$ cat src/rtl/rf_write_arbiter_if.sv
// Writeback bus between the requesters and the register-file write port.
// The arbiter takes the slave view; requesters and the bench take the master view.
interface rf_write_arbiter_if #(
    parameter int N_REQ  = 2,
    parameter int DATA_W = 16,
    parameter int ADDR_W = 3
);
    logic [N_REQ-1:0]        req_valid;
    logic [N_REQ*ADDR_W-1:0] req_addr;
    logic [N_REQ*DATA_W-1:0] req_data;
    logic [N_REQ-1:0]        req_ready;
    logic                    freeze;
    logic                    rg_wr;
    logic [ADDR_W-1:0]       write_reg;
    logic [DATA_W-1:0]       write_data;
    logic [2**ADDR_W-1:0]    pending;
    logic [15:0]             stall_cnt;

    modport master (
        output req_valid, req_addr, req_data, freeze,
        input  req_ready, rg_wr, write_reg, write_data, pending, stall_cnt
    );

    modport slave (
        input  req_valid, req_addr, req_data, freeze,
        output req_ready, rg_wr, write_reg, write_data, pending, stall_cnt
    );
endinterface

$ cat src/rtl/rf_write_arbiter.sv
// Round-robin arbiter sharing the register file's single write port between
// N_REQ writeback requesters, with a registered output stage and stall counter.
module rf_write_arbiter #(
    parameter int N_REQ  = 2,
    parameter int DATA_W = 16,
    parameter int ADDR_W = 3
) (
    input  logic             clk,
    input  logic             rst_n,
    rf_write_arbiter_if.slave bus
);
    localparam int PTR_W = (N_REQ > 1) ? $clog2(N_REQ) : 1;
    localparam int REGS  = 2**ADDR_W;

    logic [PTR_W-1:0]  ptr_q, ptr_d;
    logic              rg_wr_q, rg_wr_d;
    logic [ADDR_W-1:0] write_reg_q, write_reg_d;
    logic [DATA_W-1:0] write_data_q, write_data_d;
    logic [15:0]       stall_cnt_q, stall_cnt_d;

    logic [N_REQ-1:0]  grant;
    logic              granted;
    logic [PTR_W-1:0]  gnt_idx;

    // Scan ptr, ptr+1, ... mod N_REQ; the first valid requester wins.
    always_comb begin : arbitrate
        logic [PTR_W:0] slot;
        // NOTE: every combinational output gets a default first so no path leaves it unassigned (no latch).
        grant   = '0;
        granted = 1'b0;
        gnt_idx = '0;
        slot    = '0;
        if (rst_n && !bus.freeze) begin
            for (int i = 0; i < N_REQ; i++) begin
                slot = {1'b0, ptr_q} + (PTR_W+1)'(i);
                if (slot >= (PTR_W+1)'(N_REQ)) slot = slot - (PTR_W+1)'(N_REQ);
                if (!granted && bus.req_valid[slot[PTR_W-1:0]]) begin
                    granted = 1'b1;
                    gnt_idx = slot[PTR_W-1:0];
                end
            end
        end
        if (granted) grant[gnt_idx] = 1'b1;
    end

    always_comb begin : next_state
        logic [PTR_W:0] nxt;
        ptr_d        = ptr_q;
        rg_wr_d      = granted;
        write_reg_d  = write_reg_q;
        write_data_d = write_data_q;
        stall_cnt_d  = stall_cnt_q;
        nxt          = {1'b0, gnt_idx} + (PTR_W+1)'(1);
        if (granted) begin
            if (nxt == (PTR_W+1)'(N_REQ)) nxt = '0;
            ptr_d = nxt[PTR_W-1:0];
        end
        for (int i = 0; i < N_REQ; i++) begin
            if (grant[i]) begin
                write_reg_d  = bus.req_addr[i*ADDR_W +: ADDR_W];
                write_data_d = bus.req_data[i*DATA_W +: DATA_W];
            end
        end
        // Any valid requester left without a grant this cycle counts as a stall.
        if ((|(bus.req_valid & ~grant)) && (stall_cnt_q != 16'hFFFF))
            stall_cnt_d = stall_cnt_q + 16'd1;
    end

    // NOTE: sequential state uses non-blocking assignments so every flop samples pre-edge values.
    always_ff @(posedge clk or negedge rst_n) begin
        if (!rst_n) begin
            ptr_q        <= '0;
            rg_wr_q      <= 1'b0;
            write_reg_q  <= '0;
            write_data_q <= '0;
            stall_cnt_q  <= '0;
        end else begin
            ptr_q        <= ptr_d;
            rg_wr_q      <= rg_wr_d;
            write_reg_q  <= write_reg_d;
            write_data_q <= write_data_d;
            stall_cnt_q  <= stall_cnt_d;
        end
    end

    assign bus.req_ready  = grant;
    assign bus.rg_wr      = rg_wr_q;
    assign bus.write_reg  = write_reg_q;
    assign bus.write_data = write_data_q;
    assign bus.stall_cnt  = stall_cnt_q;
    // Derived only from output flops, so decode sees no combinational path from req_*.
    assign bus.pending    = rg_wr_q ? (REGS'(1) << write_reg_q) : '0;
endmodule
$ cat src/flat_wrapper.sv
// flat-port wrapper written by rule: the top's interface ports become plain ports
module rf_write_arbiter_flat 
#(
    parameter int N_REQ  = 2,
    parameter int DATA_W = 16,
    parameter int ADDR_W = 3
)
  (clk, rst_n, bus_req_valid, bus_req_addr, bus_req_data, bus_freeze, bus_req_ready, bus_rg_wr, bus_write_reg, bus_write_data, bus_pending, bus_stall_cnt);
  rf_write_arbiter_if #(.N_REQ(N_REQ), .DATA_W(DATA_W), .ADDR_W(ADDR_W)) bus_i ();
  input  logic clk;
  input  logic rst_n;
  input wire logic [$bits(bus_i.req_valid)-1:0] bus_req_valid;
  input wire logic [$bits(bus_i.req_addr)-1:0] bus_req_addr;
  input wire logic [$bits(bus_i.req_data)-1:0] bus_req_data;
  input wire logic [$bits(bus_i.freeze)-1:0] bus_freeze;
  output wire logic [$bits(bus_i.req_ready)-1:0] bus_req_ready;
  output wire logic [$bits(bus_i.rg_wr)-1:0] bus_rg_wr;
  output wire logic [$bits(bus_i.write_reg)-1:0] bus_write_reg;
  output wire logic [$bits(bus_i.write_data)-1:0] bus_write_data;
  output wire logic [$bits(bus_i.pending)-1:0] bus_pending;
  output wire logic [$bits(bus_i.stall_cnt)-1:0] bus_stall_cnt;
  assign bus_i.req_valid = bus_req_valid;
  assign bus_i.req_addr = bus_req_addr;
  assign bus_i.req_data = bus_req_data;
  assign bus_i.freeze = bus_freeze;
  assign bus_req_ready = bus_i.req_ready;
  assign bus_rg_wr = bus_i.rg_wr;
  assign bus_write_reg = bus_i.write_reg;
  assign bus_write_data = bus_i.write_data;
  assign bus_pending = bus_i.pending;
  assign bus_stall_cnt = bus_i.stall_cnt;
  rf_write_arbiter #(.N_REQ(N_REQ), .DATA_W(DATA_W), .ADDR_W(ADDR_W)) u_core (.clk(clk), .rst_n(rst_n), .bus(bus_i));
endmodule
$ cat config.mk
export PLATFORM = sky130hd
export DESIGN_NAME = rf_write_arbiter_flat
export DESIGN_NICKNAME = d
export VERILOG_FILES = /design/src/rtl/rf_write_arbiter_if.sv /design/src/rtl/rf_write_arbiter.sv /design/src/flat_wrapper.sv
export SDC_FILE = /design/constraint.sdc
export NUM_CORES = 1
export LEC_CHECK = 0
export CAP_MARGIN = 30
export CORE_ASPECT_RATIO = 0.8
export CORE_MARGIN = 4
export CORE_UTILIZATION = 45
export CTS_BUF_LIST = sky130_fd_sc_hd__clkbuf_4 sky130_fd_sc_hd__clkbuf_8
export DETAILED_ROUTE_END_ITERATION = 8
export HOLD_SLACK_MARGIN = 0.02
export PLACE_DENSITY = 0.87
export SYNTH_ARGS = -nofsm -noshare
export SYNTH_HDL_FRONTEND = slang
export SYNTH_SLANG_ARGS = --single-unit
$ cat constraint.sdc
create_clock -name clk -period 4.1 [get_ports clk]
set_clock_uncertainty 0.2 [all_clocks]
set_input_delay 0.82 -clock clk [delete_from_list [all_inputs] [get_ports clk]]
set_output_delay 0.82 -clock clk [all_outputs]
set_load 0.02 [all_outputs]
# Word level (Yosys, flattened, before mapping)
# Index checks and enable logic that the tools add are counted.
# Widths: inputs -> output; s select.
op_classes:
  n_addsub: 5
  n_lt_le_gt_ge: 6
  n_eq_ne: 2
  n_shift: 1
  n_mux: 24
  n_bitwise: 2
  n_reduce_logical: 8
ops:
  columns: ["operator", "count"]
  rows:
  - ["$mux 16", 2]
  - ["$mux 1", 17]
  - ["$add 16x1->16 const B", 1]
  - ["$ne 16x16->1 const B", 1]
  - ["$mux 8", 1]
  - ["$shl 1x3->8 const A", 1]
  - ["$lt 1x2->1 const B", 3]
  - ["$mux 3", 2]
  - ["$add 1x1->2 const B", 2]
  - ["$logic_and 1x1->1", 4]
  - ["$and 2x2->2", 1]
  - ["$eq 2x2->1 const B", 1]
  - ["$ge 1x2->1 const B", 1]
  - ["$ge 2x2->1 const B", 1]
  - ["$logic_not 1->1", 2]
  - ["$mux 2", 1]
  - ["$not 2->2", 1]
  - ["$reduce_bool 2->1", 1]
  - ["$reduce_or 2->1", 1]
  - ["$sub 1x1->1 const B", 2]
  - ["$demux 1 s1", 1]
  - ["$ge 1x1->1 const B", 1]
totals:
  ff_bits: 37
  input_bits: 43
  output_inout_bits: 46
  word_cells: 53

# Longest topological paths before layout
logic_depth:
  word_depth: 20
  mapped_depth: 6
  ltp_nobuf: 5

# Least setup slack after synthesis
# Ideal clock, no wire load.
synth_timing:
  path_type: "input to output"
  from: "input port rst_n"
  to: "output port bus_req_ready[0]"
  arrival_ps: 1811
  slack_ps: 1269
  stages: 5
  path_buffers: 2
  path_cell_list: "nor2b_1 > and3_1 > clkbuf_1 > buf_2 > nor2_1"
synth_between:
  elab_chain_len: 7
synth_rtl:
  columns: ["element", "line_no", "text"]
  rows:
  - ["start: declaration", "flat_wrapper.sv:11", "input logic rst_n;"]
  - ["$logic_and 1x1->1 (*)", "rf_write_arbiter.sv:33", "if (rst_n && !bus.freeze) begin"]
  - ["$mux 1", "rf_write_arbiter.sv:33", null]
  - ["$lt 1x2->1 (implied by the code) / $ge 1x1->1 (equally long branches)", "rf_write_arbiter.sv:43", "if (granted) grant[gnt_idx] = 1'b1;"]
  - ["$logic_and 1x1->1 (implied by the code)", "rf_write_arbiter.sv:43", null]
  - ["$mux 1 (implied by the code)", "rf_write_arbiter.sv:43", null]
  - ["$demux 1 s1", null, null]
  - ["$mux 2 (*)", "rf_write_arbiter.sv:43", null]
  - ["end: declaration", "flat_wrapper.sv:16", "output wire logic [$bits(bus_i.req_ready)-1:0] bus_req_ready;"]
# Every way passes the cells marked *; elsewhere a longest branch is shown, timed or not.

# Worst setup path in the final report
layout_timing:
  from: "input port bus_req_valid[0]"
  to: "output port bus_req_ready[0]"
layout_between:
  elab_chain_len: 13
layout_rtl:
  columns: ["element", "line_no", "text"]
  rows:
  - ["start: declaration", "flat_wrapper.sv:12", "input wire logic [$bits(bus_i.req_valid)-1:0] bus_req_valid;"]
  - ["$mux 1 (implied by the code) (2 in a row)", "rf_write_arbiter.sv:37", "if (!granted && bus.req_valid[slot[PTR_W-1:0]]) begin"]
  - ["$mux 1", "rf_write_arbiter.sv:37", null]
  - ["$mux 1", "rf_write_arbiter.sv:33", null]
  - ["$logic_not 1->1", "rf_write_arbiter.sv:37", null]
  - ["$logic_and 1x1->1", "rf_write_arbiter.sv:37", null]
  - ["$mux 1", "rf_write_arbiter.sv:37", null]
  - ["$mux 1", "rf_write_arbiter.sv:33", null]
  - ["$lt 1x2->1 (implied by the code) / $ge 1x1->1 (equally long branches)", "rf_write_arbiter.sv:43", null]
  - ["$logic_and 1x1->1 (implied by the code)", "rf_write_arbiter.sv:43", null]
  - ["$mux 1 (implied by the code)", "rf_write_arbiter.sv:43", null]
  - ["$demux 1 s1", null, null]
  - ["$mux 2 (*)", "rf_write_arbiter.sv:43", null]
# Every way passes the cells marked *; elsewhere a longest branch is shown, timed or not. The select of a mux whose other input is x is not followed.

==> impl_metrics.env <==
export IMPL_synth_fp_nets=223
export IMPL_final_layout_size_suffix_gt1_share_pct=8.92
export IMPL_cts_inserted_buffers=5
export IMPL_die_area_mm2=0.00526
export IMPL_finalNonFillerCells=324
export IMPL_core_region_area_mm2=0.00390
export IMPL_wire_length_of_the_first_global_routing_pass_mm=7.98
export IMPL_insertion_delay_ns=0.28
export IMPL_distinct_cell_type_count_after_synthesis=29
export IMPL_final_util_pct=74.2
export IMPL_yosysTopAreaCellShare_pct=49.5
export IMPL_p_seq_share_pct=42.4
export IMPL_worst_hold_path_depth=1
export IMPL_worst_setup_path_type="primary input to output port"
export IMPL_powerDensity_mw_per_mm2=439
export IMPL_cts_max_path_buffers=2
export IMPL_grt_pass1_vias=1671
export IMPL_relative_area_change_from_synthesis_to_final_layout_pct=54.7
export IMPL_rows=20
export IMPL_rr_endpoint="u_core.bus.stall_cnt[1]"
export IMPL_yosysMostFrequentCell="sky130_fd_sc_hd__dfrtp_1"
export IMPL_postRouteWirelength_mm=4.78
export IMPL_switching_power_uw=446
export IMPL_timing_setup_tns_ns=0
export IMPL_max_slew_margin_rel_pct=40.8
export IMPL_congestion_overflow_gr=0
export IMPL_initialDrtViolationCount=49
export IMPL_post_synthesis_cells=179
export IMPL_yosysTopAreaCell="sky130_fd_sc_hd__dfrtp_1"
export IMPL_min_delay_worst_endpoint="u_core.ptr_q"
export IMPL_finalSetupViolCount=0
export IMPL_status="finished, final reports clean"
export IMPL_globalRoute_busiestLayer="met2"
export IMPL_clock_tree_from_tritoncts="yes"
export IMPL_period_share_pct=83.8
export IMPL_clock_tree_htree_level_count=2
export IMPL_numPortBuffers=88
export IMPL_antenna_diode_count=0
export IMPL_met3_usage_pct=5.75
export IMPL_initial_core_util_pct=47.9
export IMPL_final_net_count=313
export IMPL_detail_route_antenna_nets=0
export IMPL_timing_critical_path_from_type="primary input"
export IMPL_power_share_clock_pct=20.4
export IMPL_ys_warnings_count=0
export IMPL_tightestPinTransition_ns=0.881
export IMPL_number_of_flops_mapped_to_enable_cells_by_yosys=0
export IMPL_synth_sequential_area_ratio_pct=49.5
export IMPL_grt_util_met1_pct=24.5
export IMPL_vias=1665
export IMPL_grt_start_max_net_pins=41
export IMPL_power_leakage_nw=1.19
export IMPL_route_detailed_wl_per_inst_um=14.8
export IMPL_hold_start="u_core.ptr_q"
export IMPL_fillerInstances=312
export IMPL_hold_viol=0
export IMPL_firstDrtPassIters=4
export IMPL_synth_commonest_cells="sky130_fd_sc_hd__dfrtp_1 (37), sky130_fd_sc_hd__nand2_1 (26), sky130_fd_sc_hd__o21ai_1 (20)"
export IMPL_syn_avg_cell_area_um2=10.5
export IMPL_period_needed_ns=3.44
export IMPL_remaining_drc_errors=0
export IMPL_io_pins=89
export IMPL_switching_share_pct=35.1
export IMPL_hpwl_mm=3.74
export IMPL_cp_required_ns=3.08
export IMPL_combinationalPowerShare_pct=37.2
export IMPL_timing_fmax_ghz=0.291
export IMPL_vias_per_cell=5.14
export IMPL_setup_worst_path_end_class="output port"
export IMPL_post_cts_resized=0
export IMPL_crit_path_max_fanout=4
export IMPL_netlist_area_mm2=0.00187
export IMPL_place_inst=317
export IMPL_dieWidth_um=80.1
export IMPL_postSynth_topFlopCell="sky130_fd_sc_hd__dfrtp_1"
export IMPL_hp_class="register to register"
export IMPL_grt_setup_unrepaired="false"
export IMPL_grt_use_total_pct=19.6
export IMPL_cellInternalPower_uw=825
export IMPL_grt_met2_usage_pct=31.4
export IMPL_ctsRootBufferMaster="sky130_fd_sc_hd__clkbuf_8"
export IMPL_clkSlewWorstSetupHoldPaths_ns=0.07
export IMPL_critPathArrivalTime_ns=2.42
export IMPL_reg2reg_depth=5
export IMPL_floorplan_die_height_um=65.7
export IMPL_ir_drop_v=0.000414
export IMPL_timing_max_cap_violations=0
export IMPL_timing_max_transition_violations_final=0
export IMPL_regToRegStartpoint="u_core.bus.stall_cnt[0]"
export IMPL_sinks_on_clock_net=37
export IMPL_gp_congestion=0.849
export IMPL_number_of_buffers_inserted_by_hold_repair_at_cts=0
export IMPL_synth_area_top_cells="sky130_fd_sc_hd__dfrtp_1 (49%), sky130_fd_sc_hd__mux2i_1 (10%), sky130_fd_sc_hd__xor2_1 (7.0%)"
export IMPL_synth_async_reset_ratio_pct=100
export IMPL_postCtsSetupBuffers=0
export IMPL_number_of_flip_flops_and_latches_in_the_synthesized_netlist=37
export IMPL_regToRegSetupSlack_ns=1.65
export IMPL_antenna_violations_before_repair=0
[worst max-delay path: stages]
cell and delay (ns):
sky130_fd_sc_hd__clkdlybuf4s50_1 0.54, sky130_fd_sc_hd__nand2b_1 0.07, sky130_fd_sc_hd__and3_1 0.20, sky130_fd_sc_hd__nor2_1 0.15, sky130_fd_sc_hd__clkdlybuf4s50_1 0.63
[cells in the final DEF, fill, tap and decap left out]
master,netlist,final
sky130_fd_sc_hd__dfrtp_1,37,37
sky130_fd_sc_hd__nor4_2,5,5
sky130_fd_sc_hd__nand3_1,6,6
sky130_fd_sc_hd__nor2_2,1,1
sky130_fd_sc_hd__and4_1,1,1
sky130_fd_sc_hd__buf_2,3,1
sky130_fd_sc_hd__xor2_1,15,15
sky130_fd_sc_hd__o21ai_1,20,19
sky130_fd_sc_hd__nor4b_1,2,2
sky130_fd_sc_hd__inv_2,1,1
sky130_fd_sc_hd__nand2_1,26,26
sky130_fd_sc_hd__o21ai_2,0,1
sky130_fd_sc_hd__and3_1,2,2
sky130_fd_sc_hd__or3_4,1,1
sky130_fd_sc_hd__nor4_4,1,1
sky130_fd_sc_hd__nor2b_1,1,1
sky130_fd_sc_hd__mux2i_1,19,19
sky130_fd_sc_hd__clkbuf_8,0,6
sky130_fd_sc_hd__ha_1,1,1
sky130_fd_sc_hd__nor4bb_1,1,1
sky130_fd_sc_hd__nand4_1,4,4
sky130_fd_sc_hd__clkbuf_4,0,1
sky130_fd_sc_hd__nand2_2,1,1
sky130_fd_sc_hd__nor4b_2,1,1
sky130_fd_sc_hd__a21o_1,2,2
sky130_fd_sc_hd__nor2_1,9,9
sky130_fd_sc_hd__nor3b_1,3,3
sky130_fd_sc_hd__nor3_1,5,5
sky130_fd_sc_hd__mux2_1,1,1
sky130_fd_sc_hd__buf_4,0,4
sky130_fd_sc_hd__nand2b_1,4,4
sky130_fd_sc_hd__clkdlybuf4s50_1,0,87
[stage by stage]
| stage | instance area [µm²] | total power [mW] | worst slack (ns) | hold slack, ns |
|---|---|---|---|---|
| 2_1_floorplan | 1870 | 0.762 | 1.27 | 0.241 |
| 3_3_place_gp | 2810 | 1.01 | 0.693 | 0.261 |
| 4_1_cts | 2900 | 1.28 | 0.657 | 0.275 |
| 3_5_place_dp | 2810 | 1.02 | 0.659 | 0.259 |
| 6_report | 2900 | 1.27 | 0.664 | 0.268 |
| 5_1_grt | 2900 | 1.35 | 0.600 | 0.283 |
[power by group through the flow]
stage	registers (mW)	logic (mW)	clock network [mW]
detailed placement	0.545	0.477	0
global placement	0.541	0.465	0
CTS	0.539	0.479	0.265
finish	0.539	0.473	0.259
global route	0.555	0.509	0.282
floorplan	0.622	0.140	0
[metal layers]
metal | up-vias | routed length, µm
met3 | 9 | 385
met1 | 799 | 1960
met4 | 0 | 99
li1 | 804 | -
met2 | 53 | 2330
met5 | - | 0
[cell families (layout without fill, tap and decap cells)]
kind of cell / count (synthesis) / count (layout) / synth area share (%)
flip-flops: 37 / 37 / 49.5
multiplexers: 20 / 20 / 10.8
XOR/XNOR: 15 / 15 / 7.02
adder cells (fa/ha/maj): 1 / 1 / 0.668
AO/OA/AOI/OAI: 22 / 22 / 6.15
buffers and inverters: 10 / 100 / 2.61
AND/OR/NAND/NOR: 74 / 74 / 23.3
[worst max-delay path by stage]
stage	start	end	slack (ns)	depth (start not counted)
floorplan	rst_n	bus_req_ready[0]	1.27	5
global placement	bus_req_valid[0]	bus_req_ready[0]	0.69	5
detailed placement	bus_req_valid[0]	bus_req_ready[0]	0.66	5
CTS	bus_req_valid[0]	bus_req_ready[0]	0.66	5
global route	bus_req_valid[0]	bus_req_ready[0]	0.60	5
finish	bus_req_valid[0]	bus_req_ready[0]	0.66	5
[layout make-up]
type	count	area [µm²]	share of cell area [%]
clock buffers	7	90.1	3.11
repair buffers	92	906	31.3
inverters	1	3.75	0.130
multi-input cells	132	901	31.1
flip-flops and latches	37	926	32.0
well taps	55	68.8	2.38
(Power assumes the default switching activity.)
